===== config.mk =====
export PLATFORM = sky130hd
export DESIGN_NAME = muldiv_unit
export DESIGN_NICKNAME = d
export VERILOG_FILES = /design/src/rtl/muldiv_unit.sv
export SDC_FILE = /design/constraint.sdc
export NUM_CORES = 1
export LEC_CHECK = 0
export BUFFER_PORTS_ARGS = -buffer_cell sky130_fd_sc_hd__clkbuf_2
export CAP_MARGIN = 20
export CORE_MARGIN = 10
export CORE_UTILIZATION = 61
export DETAILED_ROUTE_END_ITERATION = 7
export GPL_TIMING_DRIVEN = 0
export PLACE_DENSITY_LB_ADDON = 0.25
export SYNTH_ARGS = -nofsm -noshare
export SYNTH_HDL_FRONTEND = slang
export SYNTH_SLANG_ARGS = --single-unit

===== constraint.sdc =====
create_clock -name clk -period 8.7 [get_ports clk]
set_clock_uncertainty 0.2 [all_clocks]
set_input_delay 1.74 -clock clk [delete_from_list [all_inputs] [get_ports clk]]
set_output_delay 1.74 -clock clk [all_outputs]
set_load 0.02 [all_outputs]

===== src/rtl/muldiv_unit.sv =====
// Iterative multiply/divide unit with HI/LO result registers.
// Shift-add multiply and restoring divide, one bit per cycle, sign fixup in a final cycle.
module muldiv_unit #(
    parameter int WIDTH = 32
) (
    input  logic             clk,
    input  logic             reset,
    input  logic             start,
    input  logic [1:0]       op,
    input  logic [WIDTH-1:0] a,
    input  logic [WIDTH-1:0] b,
    input  logic             hi_we,
    input  logic             lo_we,
    input  logic [WIDTH-1:0] wdata,
    output logic             busy,
    output logic             done,
    output logic [WIDTH-1:0] hi,
    output logic [WIDTH-1:0] lo
);

    localparam int CW = $clog2(WIDTH + 1);

    typedef enum logic [1:0] {
        IDLE = 2'd0,
        CALC = 2'd1,
        FIX  = 2'd2
    } state_t;

    state_t               r_state;
    state_t               w_next;
    logic [CW-1:0]        r_cnt;
    logic [2*WIDTH-1:0]   r_acc;
    logic [WIDTH-1:0]     r_a;
    logic [WIDTH-1:0]     r_b;
    logic                 r_is_div;
    logic                 r_neg_q;
    logic                 r_neg_r;
    logic                 r_done;
    logic [WIDTH-1:0]     r_hi;
    logic [WIDTH-1:0]     r_lo;

    logic                 w_signed;
    logic                 w_sa;
    logic                 w_sb;
    logic [WIDTH-1:0]     w_mag_a;
    logic [WIDTH-1:0]     w_mag_b;
    logic [WIDTH:0]       w_mul_sum;
    logic [2*WIDTH-1:0]   w_mul_step;
    logic [WIDTH:0]       w_rem_sh;
    logic [WIDTH:0]       w_rem_diff;
    logic                 w_q_bit;
    logic [2*WIDTH-1:0]   w_div_step;
    logic [2*WIDTH-1:0]   w_prod;
    logic [WIDTH-1:0]     w_quot;
    logic [WIDTH-1:0]     w_rem;
    logic [WIDTH-1:0]     w_res_hi;
    logic [WIDTH-1:0]     w_res_lo;

    // Operand conditioning: op[0]=0 selects the signed variants.
    assign w_signed = ~op[0];
    assign w_sa     = w_signed & a[WIDTH-1];
    assign w_sb     = w_signed & b[WIDTH-1];
    assign w_mag_a  = w_sa ? -a : a;
    assign w_mag_b  = w_sb ? -b : b;

    // Multiply step: acc = {partial, remaining multiplier bits}, add multiplicand on LSB then shift right.
    assign w_mul_sum  = {1'b0, r_acc[2*WIDTH-1:WIDTH]} + (r_acc[0] ? {1'b0, r_a} : {(WIDTH+1){1'b0}});
    assign w_mul_step = {w_mul_sum, r_acc[WIDTH-1:1]};

    // Divide step: acc = {remainder, dividend/quotient}, shift left and try subtracting the divisor.
    assign w_rem_sh   = r_acc[2*WIDTH-1:WIDTH-1];
    assign w_rem_diff = w_rem_sh - {1'b0, r_b};
    assign w_q_bit    = (w_rem_sh >= {1'b0, r_b});
    assign w_div_step = {(w_q_bit ? w_rem_diff[WIDTH-1:0] : w_rem_sh[WIDTH-1:0]),
                         r_acc[WIDTH-2:0], w_q_bit};

    assign w_prod = r_neg_q ? -r_acc : r_acc;
    assign w_quot = r_neg_q ? -r_acc[WIDTH-1:0] : r_acc[WIDTH-1:0];
    assign w_rem  = r_neg_r ? -r_acc[2*WIDTH-1:WIDTH] : r_acc[2*WIDTH-1:WIDTH];

    // Sign-corrected result presented during FIX; r_a keeps the raw dividend for divide-by-zero.
    always_comb begin
        w_res_hi = w_prod[2*WIDTH-1:WIDTH];
        w_res_lo = w_prod[WIDTH-1:0];
        if (r_is_div) begin
            if (r_b == {WIDTH{1'b0}}) begin
                w_res_hi = r_a;
                w_res_lo = {WIDTH{1'b1}};
            end else begin
                w_res_hi = w_rem;
                w_res_lo = w_quot;
            end
        end else begin
            w_res_hi = w_prod[2*WIDTH-1:WIDTH];
            w_res_lo = w_prod[WIDTH-1:0];
        end
    end

    // Next-state decode.
    always_comb begin
        w_next = r_state;
        case (r_state)
            IDLE: begin
                if (start) begin
                    w_next = CALC;
                end else begin
                    w_next = IDLE;
                end
            end
            CALC: begin
                if (r_cnt == CW'(1)) begin
                    w_next = FIX;
                end else begin
                    w_next = CALC;
                end
            end
            FIX:     w_next = IDLE;
            default: w_next = IDLE;
        endcase
    end

    // State register.
    always_ff @(posedge clk or posedge reset) begin
        if (reset) begin
            r_state <= IDLE;
        end else begin
            r_state <= w_next;
        end
    end

    // Operand latch and iterative datapath.
    always_ff @(posedge clk or posedge reset) begin
        if (reset) begin
            r_cnt    <= {CW{1'b0}};
            r_acc    <= {(2*WIDTH){1'b0}};
            r_a      <= {WIDTH{1'b0}};
            r_b      <= {WIDTH{1'b0}};
            r_is_div <= 1'b0;
            r_neg_q  <= 1'b0;
            r_neg_r  <= 1'b0;
        end else begin
            case (r_state)
                IDLE: begin
                    if (start) begin
                        r_cnt    <= CW'(WIDTH);
                        r_a      <= op[1] ? a : w_mag_a;
                        r_b      <= w_mag_b;
                        r_acc    <= {{WIDTH{1'b0}}, (op[1] ? w_mag_a : w_mag_b)};
                        r_is_div <= op[1];
                        r_neg_q  <= w_sa ^ w_sb;
                        r_neg_r  <= w_sa;
                    end
                end
                CALC: begin
                    r_cnt <= r_cnt - CW'(1);
                    r_acc <= r_is_div ? w_div_step : w_mul_step;
                end
                default: begin
                    r_cnt <= r_cnt;
                end
            endcase
        end
    end

    // HI/LO: result at FIX exit, otherwise MTHI/MTLO writes only while idle.
    always_ff @(posedge clk or posedge reset) begin
        if (reset) begin
            r_hi <= {WIDTH{1'b0}};
            r_lo <= {WIDTH{1'b0}};
        end else if (r_state == FIX) begin
            r_hi <= w_res_hi;
            r_lo <= w_res_lo;
        end else if (r_state == IDLE) begin
            if (hi_we) r_hi <= wdata;
            if (lo_we) r_lo <= wdata;
        end
    end

    // Completion pulse, one cycle after the FIX exit edge.
    always_ff @(posedge clk or posedge reset) begin
        if (reset) begin
            r_done <= 1'b0;
        end else begin
            r_done <= (r_state == FIX);
        end
    end

    assign busy = (r_state != IDLE);
    assign done = r_done;
    assign hi   = r_hi;
    assign lo   = r_lo;

endmodule


* Yosys cells after proc, flatten, opt, wreduce, memory -nomap -nowiden *
Cells that the tools add are included.

word-level totals
  word-level logic and storage cells = 66
  bits in registers = 204
  input port bits = 103
  output and inout port bits = 66

cells by class
  eq/ne operators = 4
  $lt $le $gt $ge = 1
  reduce and logical (&&, ||, !) cells = 11
  mux-type cells = 27
  bitwise logic cells = 4
  $add $sub $neg = 8

operator list
  kind                                                  count
  2-to-1 mux 32 bit                                     18
  2-to-1 mux 64 bit                                     3
  negation 32 bit                                       4
  case mux 64 bit (2 select lines)                      1
  negation 64 bit                                       1
  adder 32 x 32 -> 33 bit                               1
  greater-or-equal comparator 33 x 32 -> 1 bit          1
  zero test 32 bit                                      1
  subtractor 32 bit                                     1
  case mux 6 bit (2 select lines)                       1
  nonzero test 2 bit                                    5
  AND reduction 2 bit                                   4
  equality test 6 x 1 -> 1 bit (second input constant)  1
  2-to-1 mux 6 bit                                      1
  subtractor 6 x 1 -> 6 bit (second input constant)     1
  case mux 2 bit (2 select lines)                       1
  bitwise AND 1 bit                                     2
  equality test 2 x 1 -> 1 bit (second input constant)  1
  equality test 2 bit (second input constant)           1
  zero test 2 bit                                       1
  2-to-1 mux 2 bit                                      1
  != test 2 bit (second input constant)                 1
  2-to-1 mux 1 bit                                      1
  NOT 1 bit                                             1
  bitwise XOR 1 bit                                     1

* Longest topological paths before layout *
Gate-level depths: netlist (run 1).

  depth in word-level cells = 6
  gate-level depth with buffers = 15
  depth with buffers taken out = 13

* Worst setup path after synthesis (run 1) *
Ideal clock, no wire load.

  path kind = input -> register
  start point = input a[5]
  end point = register r_acc[24]
  stages = 10
  buffers on the path = 1
  setup time = 104 ps
  data arrival time = 4178 ps
  path slack = 4218 ps
  data required time = 8396 ps
  path through = clkbuf_1 -> nor4_1 -> nand2_1 -> or4_1 -> or3_1 -> o31ai_1 -> xor2_1 -> nand2_1 -> o21ai_0 -> a221oi_1

between the ends
  longest elaborated chain between the ends = 5

ends and longest elaborated chain
  item                              line  RTL
  start, declared                   10    input logic [WIDTH-1:0] a,
  negation 32 bit                   63    assign w_mag_a = w_sa ? -a : a;
  2-to-1 mux 32 bit                 63
  2-to-1 mux 32 bit                 148   r_acc <= {{WIDTH{1'b0}}, (op[1] ? w_mag_a : w_mag_b)};
  2-to-1 mux 64 bit                 144   if (start) begin
  case mux 64 bit (2 select lines)  142   case (r_state)
  end signal, assigned              135   r_acc <= {(2*WIDTH){1'b0}};
  end signal, assigned              148
  end signal, assigned              156   r_acc <= r_is_div ? w_div_step : w_mul_step;
  end, declared                     32    logic [2*WIDTH-1:0] r_acc;

No other way between the ends. The select of a mux whose other input is x is not followed.
A chain may end at the register's enable or synchronous reset.

* Worst setup path in the final report (run 1) *
  start point = register r_acc[0]
  end point = register r_acc[59]

between the ends
  longest elaborated chain between the ends = 4

ends and longest elaborated chain
  item                              line  RTL
  2-to-1 mux 32 bit                 67    assign w_mul_sum = {1'b0, r_acc[2*WIDTH-1:WIDTH]} + (r_acc[0] ? {1'b0, r_a} : {(WIDTH+1){1'b0}});
  adder 32 x 32 -> 33 bit           67
  2-to-1 mux 64 bit                 156
  case mux 64 bit (2 select lines)  142

No other way between the ends.

==> reports/summary.md, run 1 <==
The die is 187 microns wide. Hold timing on the final database bottoms out at a slack of 279 ps. STA classifies the critical path startpoint as a flop. The logs give 1 for the number of H-tree levels and 39.8% for the global-route usage over all layers. The number of flops mapped to enable cells by yosys is 0, and the final wirelength is 73300 microns. The share of the synthesized area in the top cell type works out to 30.0%. The type of the most critical hold path was reg2reg. The number of inserted diodes is 0. After global routing the overflow that remains totals 0. Of all cell types, the one taking the most synthesized area is dfrtp_1. The die boundary height is 187 microns.

The slowest stage of the critical path is the o41ai_1 cell. The largest net degree at the start of global routing was 130; the count of warnings emitted by yosys was 0. Setup slack on the critical path of the routed design comes to 3750 ps. TritonCTS built the clock tree.

The core region is 0.0276 sq mm. The worst vdd rail ir drop was 0.000259 V. The run gives 2174 as the instance count of the mapped netlist. The tools report the sequential cell area as 0.00510 sq mm. The routed layout has 19.0k vias. The first global-routing pass estimated 109000 microns of wire. Total power for the finished layout comes to 8.92 mW. Routability-driven placement finished with a final weighted congestion of 1.11. Post-cts resize count: 0.

The maximum fanout along the worst path is 10. The run gives 69.6% as the final core utilization. The first routing iteration left 2985 violations. The maximum root-to-sink buffer count is 3. The initial antenna violation count is 2, and the fraction of final layout cells sized beyond drive strength 1 is 9.89%.

The peak clock frequency supported by timing is 0.202 GHz. The max-cap check violation count was 0. The later pin in the worst-skew pair is clocked with a latency of 540 ps. The first detailed-routing pass ran for 8 iterations. The netlist area before placement is 0.0170 sq mm. The critical path goes through clkbuf_1, clkbuf_1, and2_1, ha_1, inv_1, fa_1, nor2b_1, o31ai_1, a21oi_1, o41ai_1, nand2_1, a31oi_1, o31ai_1, xor2_1, a221o_1. Flop and latch count out of synthesis: 204. Data on the critical path arrives at its endpoint at 5170 ps. The synthesized netlist contains 81 unique library cells. The worst setup path is captured at a flop. In this run the tool buffered the top-level ports with 166 buffer cells. Once layout is complete, the cells apart from fillers number 2765. The total power density per cell area works out to 464 mW/mm^2.

The most common flop cell mapped by yosys is dfrtp_1. The number of slew-limit violations in the final report was 0. The maximum single-stage delay on the critical path was 600 ps. Summing all multi-input logic gate instances after layout gives 0.0111 sq mm.

The tools report the critical path data required time as 8920 ps. The layout overhead on the synthesized area was 13.0%. The via-per-instance ratio was 6.88; the clock sink count was 204. Averaged over all synthesized cells, the footprint is 7.83 sq um. The tools report the remaining max-slew budget at the tightest pin as 24.8%.

The tree is rooted in a clkbuf_16. Dividing the final minimum period by the clock period gives 56.9%. After detailed routing, the number of remaining DRC violations is 2. The checks that failed: design-rule violations. The tools report the number of standard-cell rows in the floorplan as 61. The register clock-pin slew on the reported worst setup and hold paths came out at 60 ps. The analysis attributes to cell leakage a power of 8.20 nW. After synthesis, the most frequently instantiated cells are 270 x nand2_1, 260 x o21ai_0, 204 x dfrtp_1. Subtracting the final worst setup slack from the clock period gives 4950 ps.

The synthesized net count came out at 2349. Slew at the pin with the worst max-slew slack: 1130 ps. The share of synthesized flip-flops with an asynchronous set or reset is 100%.

The cell with the most instances after synthesis is nand2_1. The detail route stage leaves a number of antenna-violating nets equal to 0. The post-cts hold buffer count came out at 0.

After synthesis, the cell types taking the most area are dfrtp_1 30%, o21ai_0 7.6%, xnor2_1 6.3%. For the via count of the first global-routing pass, the log shows 18.1k. Post-CTS timing repair inserted 0 buffers for setup. The worst-case setup slack after placement is 3630 ps, and the half-perimeter wire length after placement is 57800 microns. Setup violations remaining at the end of the flow were counted as 0. The flow ran to the end, but the final reports show violations. Once the floorplan was initialized, standard cells occupied 61.6% of the core. The TritonCTS buffer count was 25; the filler cell count was 2394. The hold violation count in the final report was 0; the routed length per placed instance was 26.5 microns.

The number of placed instances with taps included came out at 2719. The setup path with the least slack is of type reg2reg. Setup repair after global routing left no endpoint under its margin. Summing the sequential cell areas from Yosys gives 30.0% of the chip area. The final layout contains 2544 nets.

During I/O placement, the number of pins put on the boundary was 169. The run gives 0.0350 sq mm as the die outline area.
## flip-flops by register name, indices dropped and copies added (netlist names)
name      cells
r_acc        64
hi           32
lo           32
r_a          32
r_b          32
r_cnt         6
r_state       2
done          1
r_is_div      1
r_neg_q       1
r_neg_r       1
## power by group
part	switching, mW	internal (mW)	leakage, nW
Sequential	0.628	1.42	2.48
Clock	0.448	0.655	0.416
Combinational	3.70	2.07	5.31
Total	4.78	4.15	8.20
## cell type report
class | count | area share, %
Timing Repair Buffer | 168 | 4.52
Buffer | 149 | 3.01
Clock buffer | 32 | 3.60
Sequential cell | 204 | 26.5
Multi-Input combinational cell | 1754 | 57.6
Inverter | 67 | 1.35
Clock inverter | 13 | 0.872
Tap cell | 378 | 2.46
## cell usage in the layout, fill, tap and decap left out, types with 23 or more instances in the layout
cell type  instances
a211oi_1          23
a21oi_1          126
and2_1            41
clkbuf_1         133
clkbuf_16         25
clkbuf_2         167
dfrtp_1          204
ha_1              70
inv_1             65
mux2i_1           42
nand2_1          270
nand2b_1          24
nand3_1           38
nor2_1           168
nor3_1            33
nor4_1            24
o21ai_0          260
o22ai_1           60
o31ai_1           31
or3_1             35
xnor2_1          122
xor2_1            97
## critical path, delay by kind of cell (launching register included)
kind                       cells  cell delay [ps]
adders and majority gates      2              420
xor gates and xnor gates       1              180
DFF                            1              410
AOI/OAI and AO/OA              6             2310
buffers and inverters          3              730
and+or+nand+nor                3              580
## stage by stage
step / instance area [sq um] / TNS (ps)
finish: 19200 / 0
global route: 19200 / 0
CTS: 19200 / 0
detailed placement: 18400 / 0
global placement: 18300 / -178830
floorplan: 17000 / 0
## logic make-up (layout without fill, tap and decap cells)
| logic type | Yosys count | count (layout) | synth area share (%) |
|---|---|---|---|
| AND/OR/NAND/NOR | 711 | 711 | 19.8 |
| adder cells (fa/ha/maj) | 72 | 72 | 5.38 |
| AO/OA/AOI/OAI | 706 | 706 | 25.9 |
| flip-flops | 204 | 204 | 30.0 |
| multiplexers | 46 | 46 | 2.73 |
| buffers and inverters | 216 | 429 | 4.88 |
| XOR/XNOR | 219 | 219 | 11.3 |
## final timing paths
path	cells after the start	endpoint	from	slack [ps]
worst max register to register	15	r_acc[59]$_DFFE_PP0P_	r_acc[0]$_DFFE_PP0P_	3750
worst min-delay path	2	lo[14]$_DFFE_PP0P_	lo[14]$_DFFE_PP0P_	280
worst min register to register	2	lo[14]$_DFFE_PP0P_	lo[14]$_DFFE_PP0P_	280
max in group asynchronous	3	r_b[29]$_DFFE_PP0P_	reset	6150
min in group asynchronous	2	hi[4]$_DFFE_PP0P_	reset	1060
worst max-delay path	15	r_acc[59]$_DFFE_PP0P_	r_acc[0]$_DFFE_PP0P_	3750
## routing by layer
metal	vias to the layer above	wire length, microns	GRT usage, %	share of wire, %
met2	1589	30500	58.8	42
met4	4	5290	23.9	7.2
met1	8832	26800	49.6	37
li1	8248	-	-	-
met3	353	10700	13.6	15
met5	-	28	0	0.038
Note: power is estimated with default switching activity, not from simulation.
==> run 2, diff against run 1 <==
==> constraint.sdc (replaced) <==
create_clock -name clk -period 4.6 [get_ports clk]
set_clock_uncertainty 0.2 [all_clocks]
set_input_delay 0.92 -clock clk [delete_from_list [all_inputs] [get_ports clk]]
set_output_delay 0.92 -clock clk [all_outputs]
set_load 0.02 [all_outputs]
==> run 2 against run 1 <==
Compared with the run above:
- the flow still finishes with violations (design-rule violations)
- clock-buffer cell count is 2 lower
- largest power group unchanged
- first-iteration DRC count is 2.8% higher
- critical path depth is 4 lower
- global-route usage is 0.67 points lower
- critical endpoint is now r_acc[39]$_DFFE_PP0P_
- highest routed layer is now met4
- hold slack worse by 79 ps
- sequential share of layout area is 0.18 points lower
- fmax is 8.3% higher
==> reports/summary.md, run 2 (synthesis gave the netlist of run 1 again) <==
The run finished, with violations left. The final reports fail on design-rule violations. The final route contains 19.1k vias. The endpoint class of the critical path was a flop. Entering global routing, the biggest net connects 46 pins.

The max-cap check violation count is 0. The worst setup path is launched from a flop. Setup violations remaining at the end of the flow were counted as 0. The tools report the finished layout cell area as 0.0194 sq mm. The remaining max-slew budget at the tightest pin came out at 18.1%.

The floorplan step set the die height to 187 microns. The global route total overflow was 0. For the core area, the log shows 0.0276 sq mm. Static timing analysis puts the maximum clock frequency at 0.219 GHz. After detailed placement, the total cell area comes to 0.0184 sq mm. The clock sink count is 204. Once routing completed, OpenROAD measured the worst setup slack at 26.6 ps. The run gives 0 as the initial antenna violation count.

The global-route usage over all layers is 39.2%. The effective utilization at floorplan was 61.6%. The path class of the tightest hold or removal check is in2async. More flip-flops sit in one register than any other, and that register is r_acc. The logs give 1.14 for the final estimated routing congestion in global placement and 0.00510 sq mm for the sequential cell area. The die is 187 microns wide. For the TritonCTS buffer count, the log shows 24.

The worst hold-check slack is 200 ps. The largest individual stage delay along the critical path comes from the cell a2111oi_1. In the routed design, unresolved DRC markers number 2. IR analysis of the VDD net gives a maximum drop of 0.000439 V.

The final critical path takes up 99.4% of the cycle. STA puts the critical path data arrival time at 4800 ps. At the placement stage, the worst setup path has a slack of -133 ps. In this run the worst path has a maximum fanout of 10. After detailed routing, the average wire length per cell comes to 26.1 microns. Setup repair after global routing left no endpoint under its margin. Once the clock tree was built, the setup fixing pass inserted 0 buffers. In the layout the commonest cells are 270 x nand2_1, 260 x o21ai_0, 204 x dfrtp_1. The global-route wire length before repair is 107000 microns. The first detailed-routing pass ran for 8 iterations. The critical path goes through ha_1, clkbuf_1, nand4_1, nor4_1, a31oi_1, o22ai_1, a2111oi_1, o21a_1, clkbuf_1, o21ai_0, a221o_1. The layout overhead on the synthesized area was 13.8%. The post-route netlist has 10.2% of its cells at a drive strength greater than 1. The library cell used most frequently in the layout, excluding fill and tap cells, is nand2_1. Port buffering added 166 buffers. The number of hold buffers added after CTS was 0.

The starting DRC count in detailed routing was 3068; the final-layout setup total negative slack was 0 ps. At the later pin of the worst-skew pair, clock insertion delay measures 540 ps. TritonCTS built the clock tree.

In this run the count of I/O pins placed on the die edge is 169. Register clock-pin slew on the reported worst setup and hold paths: 70 ps. The register with the most flip-flops in the layout has 64 of them.

Dividing total power by cell area gives a power density of 871 mW/mm^2. For the hold violation count in the final report, the log shows 0. Summed over all cells, the static leakage comes to 8.26 nW. The clock passes through at most 3 buffers. The tree is rooted in a clkbuf_16.

Post-layout net count: 2545. The tools report the number of standard-cell rows in the floorplan as 61. At the worst endpoint, the required time is 4830 ps.

Most numerous cell on the critical path: clkbuf_1. At the pin with the least slew margin, the transition time is 1220 ps. Counting the fill cells in the layout gives 2317. Time the final worst path needs with I/O delays and setup: 4570 ps.

The die covers 0.0350 sq mm. The via-per-instance ratio was 6.89. The number of slew-limit violations in the final report is 0. For the multi-input combinational cell area, the log shows 0.0111 sq mm. The run gives 57100 microns as the half-perimeter wire length after placement.

The repair_antennas step left the layout with diodes totalling 0. Class of the most critical setup path: reg2reg. Number of H-tree levels: 1.

The via count of the first global-routing pass is 18.1k, and the final wirelength is 72200 microns. The maximum single-stage delay on the critical path works out to 850 ps. Once detail routing completed, the nets flagged for antenna violations numbered 0.
run 2: cell count changes in the layout (fill, tap and decap cells not counted), moves of 2 or more:
cell / previous run / this run
buf_12: 0 / 5
clkinv_4: 4 / 1
clkbuf_2: 167 / 170
bufinv_16: 3 / 6
clkinv_2: 2 / 0
clkbuf_1: 133 / 128
run 2: critical path, delay by kind of cell (launching register included):
family | cells | cell delay [ps]
AO/OA/AOI/OAI | 6 | 2360
adder cells (fa/ha/maj) | 1 | 300
flip-flops | 1 | 610
AND/OR/NAND/NOR | 2 | 250
buffers and inverters | 2 | 740
run 2: power by group:
part	internal (mW)	switching, mW	total (mW)
combinational	3.93	6.89	10.8
clock	1.37	0.838	2.21
sequential	2.68	1.17	3.85
run 2: repair_timing:
action / in CTS / in global routing
pin swaps: 0 / 0
gates resized for setup: 2 / 9
setup endpoints to repair: 14 / 20
run 2: final timing paths:
check                                            from                     to  slack (ps)  depth (start not counted)
worst max-delay path            r_acc[46]$_DFFE_PP0P_  r_acc[39]$_DFFE_PP0P_          30                         11
worst min-delay path                            reset     lo[17]$_DFFE_PP0P_         200                          2
worst max register to register  r_acc[46]$_DFFE_PP0P_  r_acc[39]$_DFFE_PP0P_          30                         11
worst min register to register      hi[5]$_DFFE_PP0P_      hi[5]$_DFFE_PP0P_         280                          2
max in group asynchronous                       reset    r_b[30]$_DFFE_PP0P_        2910                          5
min in group clk                    hi[5]$_DFFE_PP0P_      hi[5]$_DFFE_PP0P_         280                          2
run 2: through the flow:
step           std cells  total power, mW  utilization, %
6_report            2765             16.9            70.1
5_1_grt             2765             17.7            70.1
4_1_cts             2766             16.3            70.0
3_5_place_dp        2723             14.1            66.7
3_3_place_gp        2718             13.8            66.3
2_1_floorplan       2174             10.7               -
run 2: final cells by class:
cell class | instances | area share (%)
timing repair buffer | 171 | 4.81
clock inverter | 13 | 1.27
clock buffer | 30 | 3.42
tap | 378 | 2.44
multi-input combinational | 1754 | 57.4
inverter | 67 | 1.32
buffer | 148 | 2.99
sequential | 204 | 26.4
run 2: metal layers:
| metal | routed length, microns | vias up | track usage (%) |
|---|---|---|---|
| met5 | 0 | - | 0 |
| met4 | 5780 | 0 | 26.0 |
| met3 | 9790 | 348 | 11.7 |
| met2 | 29700 | 1508 | 57.2 |
| met1 | 26900 | 8957 | 49.3 |
| li1 | - | 8242 | - |
